**config.mk**
```make
export PLATFORM = sky130hd
export DESIGN_NAME = seg7_scan_driver
export DESIGN_NICKNAME = d
export VERILOG_FILES = /design/src/rtl/seg7_scan_driver.sv
export SDC_FILE = /design/constraint.sdc
export NUM_CORES = 1
export LEC_CHECK = 0
export CORE_MARGIN = 8
export CORE_UTILIZATION = 25
export DETAILED_ROUTE_END_ITERATION = 10
export PLACE_DENSITY = 0.41
export SLEW_MARGIN = 20
export SYNTH_ARGS = -nofsm -noshare
export SYNTH_HDL_FRONTEND = slang
export SYNTH_SLANG_ARGS = --single-unit
```
**constraint.sdc**
```tcl
create_clock -name clk -period 5.05 [get_ports clk]
set_input_delay 1.2625 -clock clk [delete_from_list [all_inputs] [get_ports clk]]
set_output_delay 1.2625 -clock clk [all_outputs]
set_load 0.005 [all_outputs]
```
**src/rtl/seg7_scan_driver.sv**
```systemverilog
// Multiplexed seven-segment scan driver: hex decode, leading-zero suppression,
// per-digit blank/dp, and display updates that take effect only at frame boundaries.
module seg7_scan_driver #(
    parameter int NUM_DIGITS     = 4,
    parameter int REFRESH_DIV    = 50000,
    parameter int SEG_ACTIVE_LOW = 1,
    parameter int AN_ACTIVE_LOW  = 1
) (
    input  logic                    clk,
    input  logic                    rst_n,
    input  logic                    load,
    input  logic [4*NUM_DIGITS-1:0] data_in,
    input  logic [NUM_DIGITS-1:0]   dp_in,
    input  logic [NUM_DIGITS-1:0]   blank_in,
    input  logic                    lzs_en,
    output logic [0:6]              seg,
    output logic                    dp,
    output logic [NUM_DIGITS-1:0]   an,
    output logic                    pending,
    output logic                    frame_done
);

    localparam int DIV_W = (REFRESH_DIV > 1) ? $clog2(REFRESH_DIV) : 1;
    localparam int IDX_W = (NUM_DIGITS > 1) ? $clog2(NUM_DIGITS) : 1;
    localparam logic [DIV_W-1:0] DIV_LAST = DIV_W'(REFRESH_DIV - 1);
    localparam logic [IDX_W-1:0] IDX_LAST = IDX_W'(NUM_DIGITS - 1);
    localparam logic SEG_INV = 1'(SEG_ACTIVE_LOW != 0);
    localparam logic AN_INV  = 1'(AN_ACTIVE_LOW != 0);

    // Logical segment pattern (1 = lit), bit 6 = a ... bit 0 = g.
    function automatic logic [6:0] hex_to_seg(input logic [3:0] nib);
        logic [6:0] pat;
        case (nib)
            4'h0:    pat = 7'h7E;
            4'h1:    pat = 7'h30;
            4'h2:    pat = 7'h6D;
            4'h3:    pat = 7'h79;
            4'h4:    pat = 7'h33;
            4'h5:    pat = 7'h5B;
            4'h6:    pat = 7'h5F;
            4'h7:    pat = 7'h70;
            4'h8:    pat = 7'h7F;
            4'h9:    pat = 7'h73;
            4'hA:    pat = 7'h77;
            4'hB:    pat = 7'h1F;
            4'hC:    pat = 7'h4E;
            4'hD:    pat = 7'h3D;
            4'hE:    pat = 7'h4F;
            4'hF:    pat = 7'h47;
            default: pat = 7'h00;
        endcase
        return pat;
    endfunction

    logic [DIV_W-1:0]          div_r;
    logic [IDX_W-1:0]          idx_r;
    logic                      frame_done_r;
    logic [4*NUM_DIGITS-1:0]   pend_data_r;
    logic [NUM_DIGITS-1:0]     pend_dp_r;
    logic [NUM_DIGITS-1:0]     pend_blank_r;
    logic                      pend_lzs_r;
    logic                      pending_r;
    logic [4*NUM_DIGITS-1:0]   disp_data_r;
    logic [NUM_DIGITS-1:0]     disp_dp_r;
    logic [NUM_DIGITS-1:0]     disp_blank_r;
    logic                      disp_lzs_r;
    logic [0:6]                seg_r;
    logic                      dp_r;
    logic [NUM_DIGITS-1:0]     an_r;

    logic                      tick_s;
    logic                      boundary_s;
    logic [3:0]                nib_s [NUM_DIGITS];
    logic [NUM_DIGITS-1:0]     sup_s;
    logic                      upper_zero_s;
    logic                      dark_s;
    logic [6:0]                seg_lg_s;
    logic                      dp_lg_s;
    logic [NUM_DIGITS-1:0]     an_lg_s;

    // Slot tick and frame boundary detection.
    always_comb begin
        tick_s     = (div_r == DIV_LAST);
        boundary_s = tick_s && (idx_r == IDX_LAST);
    end

    // Split the display word into per-digit nibbles.
    always_comb begin
        for (int i = 0; i < NUM_DIGITS; i++) begin
            nib_s[i] = disp_data_r[4*i +: 4];
        end
    end

    // Walk down from the top digit; a forced-blank digit reads as zero here.
    always_comb begin
        upper_zero_s = 1'b1;
        sup_s        = {NUM_DIGITS{1'b0}};
        for (int i = NUM_DIGITS - 1; i >= 1; i--) begin
            upper_zero_s = upper_zero_s && ((nib_s[i] == 4'h0) || disp_blank_r[i]);
            sup_s[i]     = disp_lzs_r && upper_zero_s;
        end
    end

    // Logical outputs for the digit currently being scanned.
    always_comb begin
        dark_s  = disp_blank_r[idx_r] || sup_s[idx_r];
        an_lg_s = {{(NUM_DIGITS-1){1'b0}}, 1'b1} << idx_r;
        if (dark_s) begin
            seg_lg_s = 7'h00;
            dp_lg_s  = 1'b0;
        end else begin
            seg_lg_s = hex_to_seg(nib_s[idx_r]);
            dp_lg_s  = disp_dp_r[idx_r];
        end
    end

    // Refresh divider, digit index and frame-done pulse.
    always_ff @(posedge clk or negedge rst_n) begin
        if (!rst_n) begin
            div_r        <= {DIV_W{1'b0}};
            idx_r        <= {IDX_W{1'b0}};
            frame_done_r <= 1'b0;
        end else begin
            frame_done_r <= boundary_s;
            if (tick_s) begin
                div_r <= {DIV_W{1'b0}};
                idx_r <= (idx_r == IDX_LAST) ? {IDX_W{1'b0}} : idx_r + IDX_W'(1);
            end else begin
                div_r <= div_r + DIV_W'(1);
            end
        end
    end

    // Double buffering: commit of old pending data happens before a same-edge load.
    always_ff @(posedge clk or negedge rst_n) begin
        if (!rst_n) begin
            pend_data_r  <= {(4*NUM_DIGITS){1'b0}};
            pend_dp_r    <= {NUM_DIGITS{1'b0}};
            pend_blank_r <= {NUM_DIGITS{1'b0}};
            pend_lzs_r   <= 1'b0;
            pending_r    <= 1'b0;
            disp_data_r  <= {(4*NUM_DIGITS){1'b0}};
            disp_dp_r    <= {NUM_DIGITS{1'b0}};
            disp_blank_r <= {NUM_DIGITS{1'b0}};
            disp_lzs_r   <= 1'b0;
        end else begin
            if (boundary_s && pending_r) begin
                disp_data_r  <= pend_data_r;
                disp_dp_r    <= pend_dp_r;
                disp_blank_r <= pend_blank_r;
                disp_lzs_r   <= pend_lzs_r;
            end
            if (load) begin
                pend_data_r  <= data_in;
                pend_dp_r    <= dp_in;
                pend_blank_r <= blank_in;
                pend_lzs_r   <= lzs_en;
                pending_r    <= 1'b1;
            end else if (boundary_s) begin
                pending_r    <= 1'b0;
            end
        end
    end

    // Registered pin outputs with polarity applied last.
    always_ff @(posedge clk or negedge rst_n) begin
        if (!rst_n) begin
            seg_r <= {7{SEG_INV}};
            dp_r  <= SEG_INV;
            an_r  <= {NUM_DIGITS{AN_INV}};
        end else begin
            seg_r <= seg_lg_s ^ {7{SEG_INV}};
            dp_r  <= dp_lg_s ^ SEG_INV;
            an_r  <= an_lg_s ^ {NUM_DIGITS{AN_INV}};
        end
    end

    assign seg        = seg_r;
    assign dp         = dp_r;
    assign an         = an_r;
    assign pending    = pending_r;
    assign frame_done = frame_done_r;

endmodule

```
==> flow_summary.ini <==
[yosys]
yosysTopAreaCell = dfrtp_1
syn_nets = 300
synth.most_common_cell = dfrtp_1
syn_area_um2 = 3561
synthTopCellsByArea = dfrtp_1, mux2_2, dfstp_2
synth_top_family_by_area = multiplexers
yosysSeqAreaShare_pct = 58.05
async_reset_ff_share_pct = 100.0
muxShareOfSynthArea_pct = 20.52
synth-compound-area-share_pct = 3.654
synth-simple-area-share_pct = 8.257
synth_common_cells = dfrtp_1, mux2_2, nand2_1
syn_area_per_cell_um2 = 13.59
synth_edf_count = 0
ys_types = 39
synth_fa_ha_area_share_pct = 3.514
synth.ff_latch_count = 82
synth_top_area_share_pct = 49.19
synth_warnings = 0
synthXorXnorAreaFrac_pct = 3.197
synth_cells = 262
yosys_most_used_dff = dfrtp_1

[power_and_ir_drop]
switchingPower_uw = 303.4
cellLeakagePower_uw = 0.001900
powerDensity_nw_per_um2 = 319.5
p_int_uw = 1126
vdd.ir_drop.worst_mv = 0.1407
pwr-share-clk_pct = 47.6
comb_power_share_pct = 4.2
swShare_pct = 21.23
pwr-share-seq_pct = 48.2

[sta]
max_freq_mhz = 379.3
relSlewSlack_pct = 39.48
final_hold_viol_count = 0
tightestPinTransition_ns = 0.9044
finalSetupTns_ns = 0
finalSetupViolations = 0
whs_ns = 0.4903
period_minus_slack_ns = 2.637
skew_ns = 0.005724
slew_violations = 0
rsz0062_at_grt = no
period_share_pct = 52.21

[layout]
final_cells = 491
nNetsFinal = 344
drive_gt1_share_pct = 29.26
nFillCells = 1420
antenna_cells = 0
syn_to_final_growth_pct = 25.61

[critical_path]
critPathLaunchType = input pin
cp_max_fo = 14
critPathKind = input pin to flop
end_kind = flop
critPathArrivalTime_ns = 2.86
crit_required_ns = 5.27

[global_route]
grt_max_degree = 83
overflow = 0
grt_pass1_vias = 2381
grt_pass1_wl_mm = 12.33
antenna_found_initial = 0
gr-usage-all-layers_pct = 8.766

[clocking]
cts_buffer_depth = 2
insertion_delay_ns = 0.34
cts_setup_buffers = 0
post_cts_resized = 0
root_buffer = clkbuf_16
cts-buffers-inserted = 9
cts_hold_buffers = 0
tritoncts = yes
clkTransAtPathRegs_ns = 0.06
htreeDepth = 3
cts_sinks = 82

[placed_design]
hpwl_mm = 4.994
portBuffers = 41
placed_cells = 475
place.gp.congestion = 0.6895

[floorplanning]
initial_core_util_pct = 25.65
rows = 43
coreArea_um2 = 13880
die_width_um = 135.3
die_area_um2 = 18320
die_y_um = 135.3
ios = 42

[detailed_routing]
m1WireLength_mm = 3.423
avgViaCountPerCell = 4.251
wl_met3_um = 318
ant_nets = 0
route.met2.wl_mm = 3.422
top_layer = met4
avgRoutedWirePerCell_um = 14.81
drt_iter0_markers = 148
vias = 2087
drc = 0
dr.pass1.iters = 4
routed_wirelength_mm = 7.271

[run]
max_cap_violations = 0

[worst_hold_path]
hp-class = flop to flop

[status]
status = finished, final reports clean
cell usage in the layout (no fill, tap or decap), types with 3 or more instances in the layout:
cell type,instances
mux2_2,51
nor4_1,3
ha_1,10
xnor2_1,4
dfstp_2,12
nand2_1,17
nand4_1,5
o211ai_1,4
clkdlybuf4s50_1,40
nand3_1,5
clkbuf_16,9
inv_1,12
mux4_2,6
nor2_1,13
o21ai_0,5
xor2_1,9
dfrtp_1,70
a21oi_1,4
routing by layer:
metal  track usage (%)  vias up
met2             13.45       34
met1             10.57     1029
met5                 0        -
met3             3.487        8
met4             4.072        0
li1                  -     1016
registers in the layout, indices dropped and copies added, names as in the netlist:
signal / count
disp_data_r: 16
div_r: 16
pend_data_r: 16
seg: 7
an: 4
disp_blank_r: 4
disp_dp_r: 4
pend_blank_r: 4
pend_dp_r: 4
idx_r: 2
disp_lzs_r: 1
dp: 1
frame_done: 1
pend_lzs_r: 1
pending: 1
metrics by stage:
stage,total power [uW],instance area [um^2],utilization [%],setup WS [ns]
floorplan,719.7,3561,-,2.682
global placement,761.3,4154,29.93,2.043
detailed placement,763.2,4154,29.93,2.023
CTS,1465,4469,32.20,2.378
global route,1494,4473,32.22,2.315
finish,1429,4473,32.22,2.413
power groups by stage:
stage / clock network, uW / registers, uW / logic [uW]
2_1_floorplan: 0 / 695 / 24.4
3_3_place_gp: 0 / 700 / 61.0
3_5_place_dp: 0 / 701 / 62.6
4_1_cts: 714 / 688 / 63.0
5_1_grt: 735 / 691 / 67.9
6_report: 681 / 688 / 60.4
final cells by class:
class / count / area (um^2) / area share [%]
Timing Repair Buffer: 43 / 426.7 / 9.538
Sequential cell: 82 / 2067 / 46.21
Inverter: 12 / 45.04 / 1.007
Clock inverter: 5 / 62.56 / 1.399
Clock buffer: 11 / 252.7 / 5.650
Tap cell: 180 / 225.2 / 5.035
Multi-Input combinational cell: 158 / 1394 / 31.16
cell families after synthesis:
group / count (synthesis)
fa+ha+maj: 10
buf+inv: 22
mux: 59
simple gates: 56
compound gates: 20
xor+xnor: 13
flops: 82
worst max-delay path: stages:
cell             delay (ns)
clkdlybuf4s50_1        0.90
buf_4                  0.34
mux2_2                 0.35
final timing paths:
kind,start,end,slack (ns),cells past startpoint
worst max register to register,div_r[0]$_DFF_PN0_,idx_r[0]$_DFFE_PN0N_,2.64,6
max in group asynchronous,rst_n,idx_r[0]$_DFFE_PN0N_,3.57,1
worst min register to register,div_r[12]$_DFF_PN0_,div_r[12]$_DFF_PN0_,0.49,1
min in group asynchronous,rst_n,pend_data_r[9]$_DFFE_PN0P_,0.98,1
worst min-delay path,div_r[12]$_DFF_PN0_,div_r[12]$_DFF_PN0_,0.49,1
worst max-delay path,load,pend_data_r[9]$_DFFE_PN0P_,2.41,3
(Power assumes the default switching activity.)
